`src/rtl/vesa_timing_gen_cfg.sv`:
```
// Runtime-programmable VESA timing generator: hsync/vsync/de/counters with frame-boundary config updates.
// Optional test pattern output pix_rgb is built when VESA_TIMING_PATTERN_EN is defined.
module vesa_timing_gen_cfg #(
    parameter int CNT_W      = 16,
    parameter int DEF_H_ACT  = 3840,
    parameter int DEF_H_FP   = 48,
    parameter int DEF_H_SYNC = 32,
    parameter int DEF_H_BP   = 208,
    parameter int DEF_V_ACT  = 2160,
    parameter int DEF_V_FP   = 3,
    parameter int DEF_V_SYNC = 5,
    parameter int DEF_V_BP   = 31,
    parameter bit DEF_HS_POL = 1'b1,
    parameter bit DEF_VS_POL = 1'b0
) (
    input  logic               clk,
    input  logic               rst,
    input  logic               en,
    input  logic               cfg_valid,
    output logic               cfg_ready,
    input  logic [4*CNT_W-1:0] cfg_h,
    input  logic [4*CNT_W-1:0] cfg_v,
    input  logic [1:0]         cfg_pol,
    output logic               cfg_err,
    output logic               hsync,
    output logic               vsync,
    output logic               de,
    output logic               frame_start,
    output logic [CNT_W-1:0]   h_count,
    output logic [CNT_W-1:0]   v_count
`ifdef VESA_TIMING_PATTERN_EN
    ,
    output logic [23:0]        pix_rgb
`endif
);

    typedef enum logic [0:0] {ST_IDLE = 1'b0, ST_RUN = 1'b1} state_t;

    localparam logic [4*CNT_W-1:0] DEF_H = {CNT_W'(DEF_H_ACT), CNT_W'(DEF_H_FP),
                                            CNT_W'(DEF_H_SYNC), CNT_W'(DEF_H_BP)};
    localparam logic [4*CNT_W-1:0] DEF_V = {CNT_W'(DEF_V_ACT), CNT_W'(DEF_V_FP),
                                            CNT_W'(DEF_V_SYNC), CNT_W'(DEF_V_BP)};
    localparam logic [1:0]         DEF_POL  = {DEF_HS_POL, DEF_VS_POL};
    localparam logic [CNT_W+1:0]   TOT_ONE  = {{(CNT_W+1){1'b0}}, 1'b1};
    localparam logic [CNT_W-1:0]   CNT_ONE  = {{(CNT_W-1){1'b0}}, 1'b1};

    function automatic logic [CNT_W-1:0] fld_act(input logic [4*CNT_W-1:0] t);
        fld_act = t[4*CNT_W-1 -: CNT_W];
    endfunction

    function automatic logic [CNT_W+1:0] fld_total(input logic [4*CNT_W-1:0] t);
        fld_total = {2'b00, t[4*CNT_W-1 -: CNT_W]} + {2'b00, t[3*CNT_W-1 -: CNT_W]}
                  + {2'b00, t[2*CNT_W-1 -: CNT_W]} + {2'b00, t[CNT_W-1:0]};
    endfunction

    // A timing set is usable only with non-zero active and sync widths and a total that fits the counters.
    function automatic logic fld_ok(input logic [4*CNT_W-1:0] t);
        logic [CNT_W+1:0] tot;
        tot    = fld_total(t);
        fld_ok = (t[4*CNT_W-1 -: CNT_W] != '0) && (t[2*CNT_W-1 -: CNT_W] != '0)
              && (tot[CNT_W+1:CNT_W] == 2'b00);
    endfunction

    function automatic logic in_sync(input logic [CNT_W-1:0] pos, input logic [4*CNT_W-1:0] t);
        logic [CNT_W+1:0] s0;
        s0      = {2'b00, t[4*CNT_W-1 -: CNT_W]} + {2'b00, t[3*CNT_W-1 -: CNT_W]};
        in_sync = ({2'b00, pos} >= s0) && ({2'b00, pos} < s0 + {2'b00, t[2*CNT_W-1 -: CNT_W]});
    endfunction

    state_t             state_q, state_d;
    logic [CNT_W-1:0]   h_count_q, h_count_d, v_count_q, v_count_d;
    logic               de_q, de_d, hsync_q, hsync_d, vsync_q, vsync_d;
    logic               frame_start_q, frame_start_d, cfg_err_q, cfg_err_d;
    logic               cfg_ready_q, cfg_ready_d, pend_valid_q, pend_valid_d;
    logic [4*CNT_W-1:0] live_h_q, live_h_d, live_v_q, live_v_d;
    logic [4*CNT_W-1:0] pend_h_q, pend_h_d, pend_v_q, pend_v_d;
    logic [1:0]         live_pol_q, live_pol_d, pend_pol_q, pend_pol_d;
    logic [4*CNT_W-1:0] use_h_s, use_v_s;
    logic [1:0]         use_pol_s;
    logic               h_last_s, v_last_s, apply_s, accept_s, cfg_ok_s;

    // Next-pixel computation; outputs are derived from the next counters so they stay aligned.
    always_comb begin
        h_last_s  = ({2'b00, h_count_q} == fld_total(live_h_q) - TOT_ONE);
        v_last_s  = ({2'b00, v_count_q} == fld_total(live_v_q) - TOT_ONE);
        apply_s   = pend_valid_q && ((state_q == ST_IDLE) || (h_last_s && v_last_s));
        use_h_s   = apply_s ? pend_h_q   : live_h_q;
        use_v_s   = apply_s ? pend_v_q   : live_v_q;
        use_pol_s = apply_s ? pend_pol_q : live_pol_q;
        accept_s  = cfg_valid && cfg_ready_q;
        cfg_ok_s  = fld_ok(cfg_h) && fld_ok(cfg_v);
        state_d   = en ? ST_RUN : ST_IDLE;

        if (en && (state_q == ST_RUN)) begin
            if (h_last_s) begin
                h_count_d = '0;
                v_count_d = v_last_s ? '0 : v_count_q + CNT_ONE;
            end else begin
                h_count_d = h_count_q + CNT_ONE;
                v_count_d = v_count_q;
            end
        end else begin
            h_count_d = '0;
            v_count_d = '0;
        end

        de_d          = en && (h_count_d < fld_act(use_h_s)) && (v_count_d < fld_act(use_v_s));
        hsync_d       = (en && in_sync(h_count_d, use_h_s)) ? use_pol_s[1] : ~use_pol_s[1];
        vsync_d       = (en && in_sync(v_count_d, use_v_s)) ? use_pol_s[0] : ~use_pol_s[0];
        frame_start_d = en && (h_count_d == '0) && (v_count_d == '0);

        cfg_err_d     = accept_s && !cfg_ok_s;
        pend_h_d      = (accept_s && cfg_ok_s) ? cfg_h   : pend_h_q;
        pend_v_d      = (accept_s && cfg_ok_s) ? cfg_v   : pend_v_q;
        pend_pol_d    = (accept_s && cfg_ok_s) ? cfg_pol : pend_pol_q;
        pend_valid_d  = (pend_valid_q && !apply_s) || (accept_s && cfg_ok_s);
        cfg_ready_d   = !pend_valid_d;
        live_h_d      = use_h_s;
        live_v_d      = use_v_s;
        live_pol_d    = use_pol_s;
    end

    // State, counters, timing registers and registered outputs.
    always_ff @(posedge clk) begin
        if (rst) begin
            state_q       <= ST_IDLE;
            h_count_q     <= '0;
            v_count_q     <= '0;
            de_q          <= 1'b0;
            hsync_q       <= ~DEF_HS_POL;
            vsync_q       <= ~DEF_VS_POL;
            frame_start_q <= 1'b0;
            cfg_err_q     <= 1'b0;
            cfg_ready_q   <= 1'b1;
            pend_valid_q  <= 1'b0;
            live_h_q      <= DEF_H;
            live_v_q      <= DEF_V;
            live_pol_q    <= DEF_POL;
            pend_h_q      <= DEF_H;
            pend_v_q      <= DEF_V;
            pend_pol_q    <= DEF_POL;
        end else begin
            state_q       <= state_d;
            h_count_q     <= h_count_d;
            v_count_q     <= v_count_d;
            de_q          <= de_d;
            hsync_q       <= hsync_d;
            vsync_q       <= vsync_d;
            frame_start_q <= frame_start_d;
            cfg_err_q     <= cfg_err_d;
            cfg_ready_q   <= cfg_ready_d;
            pend_valid_q  <= pend_valid_d;
            live_h_q      <= live_h_d;
            live_v_q      <= live_v_d;
            live_pol_q    <= live_pol_d;
            pend_h_q      <= pend_h_d;
            pend_v_q      <= pend_v_d;
            pend_pol_q    <= pend_pol_d;
        end
    end

    assign h_count     = h_count_q;
    assign v_count     = v_count_q;
    assign de          = de_q;
    assign hsync       = hsync_q;
    assign vsync       = vsync_q;
    assign frame_start = frame_start_q;
    assign cfg_err     = cfg_err_q;
    assign cfg_ready   = cfg_ready_q;

`ifdef VESA_TIMING_PATTERN_EN
    function automatic logic [23:0] bar_colour(input logic [3:0] idx);
        case (idx)
            4'd0:    bar_colour = 24'hFFFFFF;
            4'd1:    bar_colour = 24'hFFFF00;
            4'd2:    bar_colour = 24'h00FFFF;
            4'd3:    bar_colour = 24'h00FF00;
            4'd4:    bar_colour = 24'hFF00FF;
            4'd5:    bar_colour = 24'hFF0000;
            4'd6:    bar_colour = 24'h0000FF;
            default: bar_colour = 24'h000000;
        endcase
    endfunction

    logic [CNT_W+2:0] bar_w_s, bar_edge_s;
    logic [3:0]       bar_idx_s;
    logic [23:0]      pix_rgb_q, pix_rgb_d;

    // Bar index = number of bar edges already passed; index 8 and above falls through to black.
    always_comb begin
        bar_w_s    = {3'b000, fld_act(use_h_s) >> 3};
        bar_edge_s = '0;
        bar_idx_s  = 4'd0;
        for (int k = 0; k < 8; k++) begin
            bar_edge_s = bar_edge_s + bar_w_s;
            if ({3'b000, h_count_d} >= bar_edge_s) begin
                bar_idx_s = bar_idx_s + 4'd1;
            end else begin
                bar_idx_s = bar_idx_s;
            end
        end
        pix_rgb_d = de_d ? bar_colour(bar_idx_s) : 24'h000000;
    end

    // Pattern register, aligned with de.
    always_ff @(posedge clk) begin
        if (rst) begin
            pix_rgb_q <= 24'h000000;
        end else begin
            pix_rgb_q <= pix_rgb_d;
        end
    end

    assign pix_rgb = pix_rgb_q;
`endif

endmodule

```
`config.mk`:
```
export PLATFORM = sky130hd
export DESIGN_NAME = vesa_timing_gen_cfg
export DESIGN_NICKNAME = d
export VERILOG_FILES = /design/src/rtl/vesa_timing_gen_cfg.sv
export SDC_FILE = /design/constraint.sdc
export NUM_CORES = 1
export LEC_CHECK = 0
export ABC_AREA = 1
export CORE_MARGIN = 4
export CORE_UTILIZATION = 25
export CTS_BUF_LIST = sky130_fd_sc_hd__clkbuf_8
export CTS_CLUSTER_DIAMETER = 50
export DETAILED_ROUTE_END_ITERATION = 7
export SKIP_CTS_REPAIR_TIMING = 1
export SKIP_LAST_GASP = 1
export SYNTH_ARGS = -nofsm -noshare
export SYNTH_HDL_FRONTEND = slang
export SYNTH_SLANG_ARGS = --single-unit
```
`constraint.sdc`:
```
create_clock -name clk -period 9.6 [get_ports clk]
set_input_delay 1.44 -clock clk [delete_from_list [all_inputs] [get_ports clk]]
set_output_delay 1.44 -clock clk [all_outputs]
set_load 0.05 [all_outputs]
```
# Word level (Yosys, flattened, before mapping)

Cells that the tools add are included.
W data, S select, Z words.

Output and inout bits: 38
Register bits after elaboration: 300
Input port bits: 134

Bitwise logic cells: 3
Order comparisons: 6
Equality and inequality tests: 2
Muxes and demuxes: 11
Reductions and logical operators: 33
$add $sub $neg: 20

Operators with widths:

| kind                    | count |
|---|---|
| $mux W64                | 2 |
| $add A17 B16 Y18        | 6 |
| $add A16 B16 Y17        | 6 |
| $mux W16                | 5 |
| $add A18 B16 Y18        | 4 |
| $reduce_bool A16 Y1     | 4 |
| $eq A16 B18 Y1          | 2 |
| $lt A16 B18 Y1          | 2 |
| $sub A18 B1 Y18 const B | 2 |
| $ge A16 B17 Y1          | 2 |
| $add A16 B1 Y16 const B | 2 |
| $logic_not A16 Y1       | 2 |
| $lt A16 B16 Y1          | 2 |
| $logic_and A1 B1 Y1     | 20 |
| $logic_not A2 Y1        | 2 |
| $logic_not A1 Y1        | 3 |
| $mux W1                 | 3 |
| $not A1 Y1              | 3 |
| $logic_or A1 B1 Y1      | 2 |
| $mux W2                 | 1 |

# Longest topological paths before layout

Depth in word-level cells: 15
Depth in mapped cells: 64
Gate-level depth less buffers: 61

# Least setup slack after synthesis

Ideal clock, no wire load.

Path kind: register to register
Start: register live_h_q[1]
End: register hsync_q, in the netlist hsync
Buffers on the path: 3
Path slack: 1.552 ns
Required time: 9.487 ns
Arrival time: 7.936 ns
Setup time: 0.113 ns
Stages on the path, launching flop included: 55
Cells stage by stage: dfxtp_1 inv_1 ha_1 inv_1 fa_1 fa_1 ha_1 inv_1 fa_1 inv_1 nand2_1 nand2_1 nand3_2 nand2_2 nand2_2 nand2_1 nand2_1 nand2_1 (+19 left out) a21oi_1 o21ai_0 a21oi_1 o21ai_0 nand3_1 nand2_1 xor2_1 ha_1 a21o_1 a31o_2 xnor2_1 ha_1 a21oi_1 nand2_1 nand2_1 nand2_1 nor2_1 nor2_1

Longest elaborated chain between the ends: 13

RTL lines:

| element                  | RTL line | text |
|---|---|---|
| start: declaration       | 75       | `logic [4*CNT_W-1:0] live_h_q, live_h_d, live_v_q, live_v_d;` |
| start signal: assignment | 153      | `live_h_q <= live_h_d;` |
| $add A18 B16 Y18 *       | 53       | `+ {2'b00, t[2*CNT_W-1 -: CNT_W]} + {2'b00, t[CNT_W-1:0]};` |
| $sub A18 B1 Y18 *        | 84       | `h_last_s = ({2'b00, h_count_q} == fld_total(live_h_q) - TOT_ONE);` |
| $eq A16 B18 Y1 *         | 84       |  |
| $logic_and A1 B1 Y1 *    | 86       | `apply_s = pend_valid_q && ((state_q == ST_IDLE) \|\| (h_last_s && v_last_s));` |
| $logic_or A1 B1 Y1 *     | 86       |  |
| $logic_and A1 B1 Y1 *    | 86       |  |
| $mux W64 *               | 87       | `use_h_s = apply_s ? pend_h_q : live_h_q;` |
| named net live_h_d[32]   | 75       |  |
| $add A16 B16 Y17 *       | 66       | `s0 = {2'b00, t[4*CNT_W-1 -: CNT_W]} + {2'b00, t[3*CNT_W-1 -: CNT_W]};` |
| $add A17 B16 Y18         | 67       | `in_sync = ({2'b00, pos} >= s0) && ({2'b00, pos} < s0 + {2'b00, t[2*CNT_W-1 -: CNT_W]});` |
| $lt A16 B18 Y1           | 67       |  |
| $logic_and A1 B1 Y1 *    | 67       |  |
| $logic_and A1 B1 Y1 *    | 108      | `hsync_d = (en && in_sync(h_count_d, use_h_s)) ? use_pol_s[1] : ~use_pol_s[1];` |
| $mux W1 *                | 108      |  |
| end signal: assignment   | 130      | `hsync_q <= ~DEF_HS_POL;` |
| end signal: assignment   | 147      | `hsync_q <= hsync_d;` |
| end: declaration         | 72       | `logic de_q, de_d, hsync_q, hsync_d, vsync_q, vsync_d;` |

The timed path passes the listed nets; every way through them passes the cells marked *.
A chain may end at the register's enable or synchronous reset.

# Worst setup path after layout

Start: register live_v_q[1]
End: register vsync_q, in the netlist vsync

Longest elaborated chain between the ends: 13

RTL lines:

| element                  | RTL line | text |
|---|---|---|
| start: declaration       | 75       |  |
| start signal: assignment | 154      | `live_v_q <= live_v_d;` |
| $add A18 B16 Y18 *       | 53       |  |
| $sub A18 B1 Y18 *        | 85       | `v_last_s = ({2'b00, v_count_q} == fld_total(live_v_q) - TOT_ONE);` |
| $eq A16 B18 Y1 *         | 85       |  |
| $logic_and A1 B1 Y1 *    | 86       |  |
| $logic_or A1 B1 Y1 *     | 86       |  |
| $logic_and A1 B1 Y1 *    | 86       |  |
| $mux W64 *               | 88       | `use_v_s = apply_s ? pend_v_q : live_v_q;` |
| named net live_v_d[32]   | 75       |  |
| $add A16 B16 Y17 *       | 66       |  |
| $add A17 B16 Y18         | 67       |  |
| $lt A16 B18 Y1           | 67       |  |
| $logic_and A1 B1 Y1 *    | 67       |  |
| $logic_and A1 B1 Y1 *    | 109      | `vsync_d = (en && in_sync(v_count_d, use_v_s)) ? use_pol_s[0] : ~use_pol_s[0];` |
| $mux W1 *                | 109      |  |
| end signal: assignment   | 131      | `vsync_q <= ~DEF_VS_POL;` |
| end signal: assignment   | 148      | `vsync_q <= vsync_d;` |
| end: declaration         | 72       |  |

Marked as above.

==> metrics.md <==
| Metric | Value |
|---|---|
| Final non-filler cell area | 26,900 um^2 |
| Hold Violations, Final | 0 |
| Skew-Pair Late Insertion Delay | 660 ps |
| Top Ports | 172 |
| CTS buffer count | 51 |
| Post-synthesis instance area | 22,900 um^2 |
| Relative slew slack | 30.9% |
| Worst slew pin tran | 1040 ps |
| Reg power frac | 26.3% |
| Final min period | 8830 ps |
| Dpl cells | 4,359 |
| Worst clock skew | 36.4 ps |
| Tot GR Track Use | 14.6% |
| RSZ-0062 raised after global routing | no |
| Clock Tree Root | clkbuf_8 |
| Max-slew violation count | 0 |
| Drt first pass iters | 5 |
| Top cell type's share of synthesized area | 26.2% |
| EDFF count, synth | 0 |
| Placed Area | 25,800 um^2 |
| Arrival @ worst endpoint | 9350 ps |
| Cell count after synthesis | 3,092 |
| Core area | 90,400 um^2 |
| Sequential area share after synthesis | 26.2% |
| Iter 0 DRT Violations | 1,309 |
| Syn-to-layout area delta | 17.7% |
| Die ar. | 96,500 um^2 |
| Synth area leaders | dfxtp_1 26%, ha_1 14%, fa_1 11% |
| Tcrit/Tclk final | 92.0% |
| Sw Ratio | 44.4% |
| Gpl congestion | 0.902 |
| Internal power | 3.11 mW |
| Clk pwr share | 21.4% |
| Logic pwr share | 52.3% |
| Via/cell ratio | 4.52 |
| Setup TNS | 0 ps |
| Clock Sinks | 300 |
| Primary FF master, synth | dfxtp_1 |
| TritonCTS clock tree | done |
| Share of layout cells above drive strength 1 | 6.10% |
| FFs w/ async S/R, synth | 0% |
| VDD IR-drop max | 0.000110 V |
| Pwr dens | 207 nW/um^2 |
| Status | finished clean |
| Row cnt | 110 |
| Netlist cell types | 54 |
| Max_cap viols | 0 |
| WS Path Type | flop to flop |
| Net Switching | 2.48 mW |
| Startpoint types | flop |
| Total Routed Length | 72.2 mm |
| # DRC | 0 |
| Net count, final | 3,762 |
| Highest clock rate | 113 MHz |
| Avg WL per Cell | 16.2 um |
| Post-route ant nets | 0 |
| Clock buffer depth | 3 |
| Number of global-route vias before repair | 19.5k |
| Vert. Die Dim | 311 um |
| Critical path's most frequent cell | nand2_1 |
| Reg clk slew, reported paths | 60 ps |
| IO buf count | 171 |
| Initial antenna violation count | 2 |
| Finish-stage setup viols | 0 |
| CP max stage delay | 510 ps |
| First-pass GRT wire length | 112 mm |
| Slowest CP cell | fa_1 |
| Vias | 20.1k |
| Mapped Avg Cell Area | 7.40 um^2 |
| Synthesis Warnings | 0 |
| Min-delay worst type | flop to flop |
| Syn_nets | 3,614 |
| Synth area leader | dfxtp_1 |
| Pleak | 13.1 nW |
| DP HPWL | 59.3 mm |
| CTS H-Tree Depth | 2 |
| GRT Residual Overflow | 0 |
| CP Capture Type | flop |
| Cell Count, Final, Fillers Out | 4,455 |
| Initial core utilization | 25.3% |
| CP required | 10,120 ps |
| Util after Layout | 29.8% |
| Worst-path maximum fanout | 30 |
| Largest net degree at the start of global routing | 110 |
| Seq cells post-synth | 300 |
| DIE WIDTH | 311 um |
[critical path, delay by kind of cell, from the launching register on]
kind | cells | cell delay (ps)
AND/OR/NAND/NOR | 33 | 2980
buffers and inverters | 10 | 910
flip-flops | 1 | 300
XOR/XNOR | 2 | 390
AO/OA/AOI/OAI | 6 | 1010
adder cells (fa/ha/maj) | 9 | 3090
[power groups by stage]
stage | Combinational (mW) | Sequential [mW] | Clock [mW]
2_1_floorplan | 2.12 | 1.46 | 0
6_report | 2.92 | 1.47 | 1.20
3_3_place_gp | 2.87 | 1.49 | 0
4_1_cts | 2.92 | 1.46 | 1.24
3_5_place_dp | 2.90 | 1.49 | 0
5_1_grt | 3.35 | 1.48 | 1.29
[registers in the layout (all words and copies together), names as in the netlist, 2 cells and up]
name / flops
pend_v_q: 64
v_count: 16
h_count: 16
pend_h_q: 64
live_h_q: 64
pend_pol_q: 2
live_pol_q: 2
live_v_q: 64
[metal layers]
layer | part of all wire [%] | track usage (%)
met1 | 49 | 20.7
met2 | 42 | 22.2
met3 | 6.3 | 2.94
met4 | 2.8 | 4.69
met5 | 0.018 | 0
[per-stage QoR]
| step | hold slack (ps) | total power [mW] | setup WS [ps] |
|---|---|---|---|
| 2_1_floorplan | 424 | 3.58 | 1550 |
| 3_3_place_gp | 440 | 4.36 | 541 |
| 3_5_place_dp | 448 | 4.39 | 387 |
| 4_1_cts | 462 | 5.62 | 350 |
| 5_1_grt | 475 | 6.12 | 36.4 |
| 6_report | 459 | 5.59 | 768 |
[synthesized netlist by cell type, types with 43 or more instances]
cell type and instances:
ha_1 260, inv_1 502, dfxtp_1 300, a21oi_1 173
nand3_1 117, xor2_1 56, fa_1 128, nor2_1 376
clkbuf_1 77, nand2_1 515, o21ai_0 245, xnor2_1 43
[final cells by class]
class	instances	area [um^2]
multi-input combinational	2186	14600
antenna	1	2.50
tap	1176	1470
sequential	300	6010
inverter	516	1940
timing repair buffer	185	1830
clock inverter	27	171
fill	9730	63500
clock buffer	64	881
[path summary, 6_finish.rpt]
check	startpoint	endpoint	slack [ps]	cells past startpoint
worst max-delay path	live_v_q[1]$_SDFFE_PP1N_	vsync$_SDFF_PP1_	770	60
worst min-delay path	pend_h_q[6]$_SDFFE_PP1P_	live_h_q[6]$_SDFFE_PP1N_	460	2
worst max register to register	live_v_q[1]$_SDFFE_PP1N_	vsync$_SDFF_PP1_	770	60
worst min register to register	pend_h_q[6]$_SDFFE_PP1P_	live_h_q[6]$_SDFFE_PP1N_	460	2
[placed cells by master, fill, tap and decap left out, types with 6 or more instances in the layout]
cell             count
o21ai_2              9
nor3_1              28
ha_1               260
xnor2_1             43
clkdlybuf4s50_1    170
nand3_2              7
nand2_1            515
buf_4               13
o211ai_1            18
o21ai_1             17
fa_1               128
nand4_1             29
a21oi_1            173
clkbuf_8            64
dfxtp_1            300
clkinvlp_4           7
clkinv_2             6
inv_2               13
inv_1              512
nand2_2             18
nand3b_1             8
o21bai_1            13
o21ai_0            239
a211oi_1            10
nor4_1              25
or2_2               34
a21o_1              10
xor2_1              56
nand3_1            117
nor2_1             375
[kinds of logic (layout without fill, tap and decap cells)]
| logic type | count (synthesis) | after routing | synth area share [%] |
|---|---|---|---|
| AOI/OAI and AO/OA | 514 | 514 | 12.2 |
| buffers and inverters | 607 | 792 | 10.1 |
| other | 0 | 1 | 0 |
| adders and majority gates | 388 | 388 | 25.4 |
| xor gates and xnor gates | 101 | 101 | 3.93 |
| muxes | 2 | 2 | 0.0875 |
| DFF | 300 | 300 | 26.2 |
| and+or+nand+nor | 1180 | 1181 | 22.0 |
No activity file was read; power rests on OpenSTA's default activity.
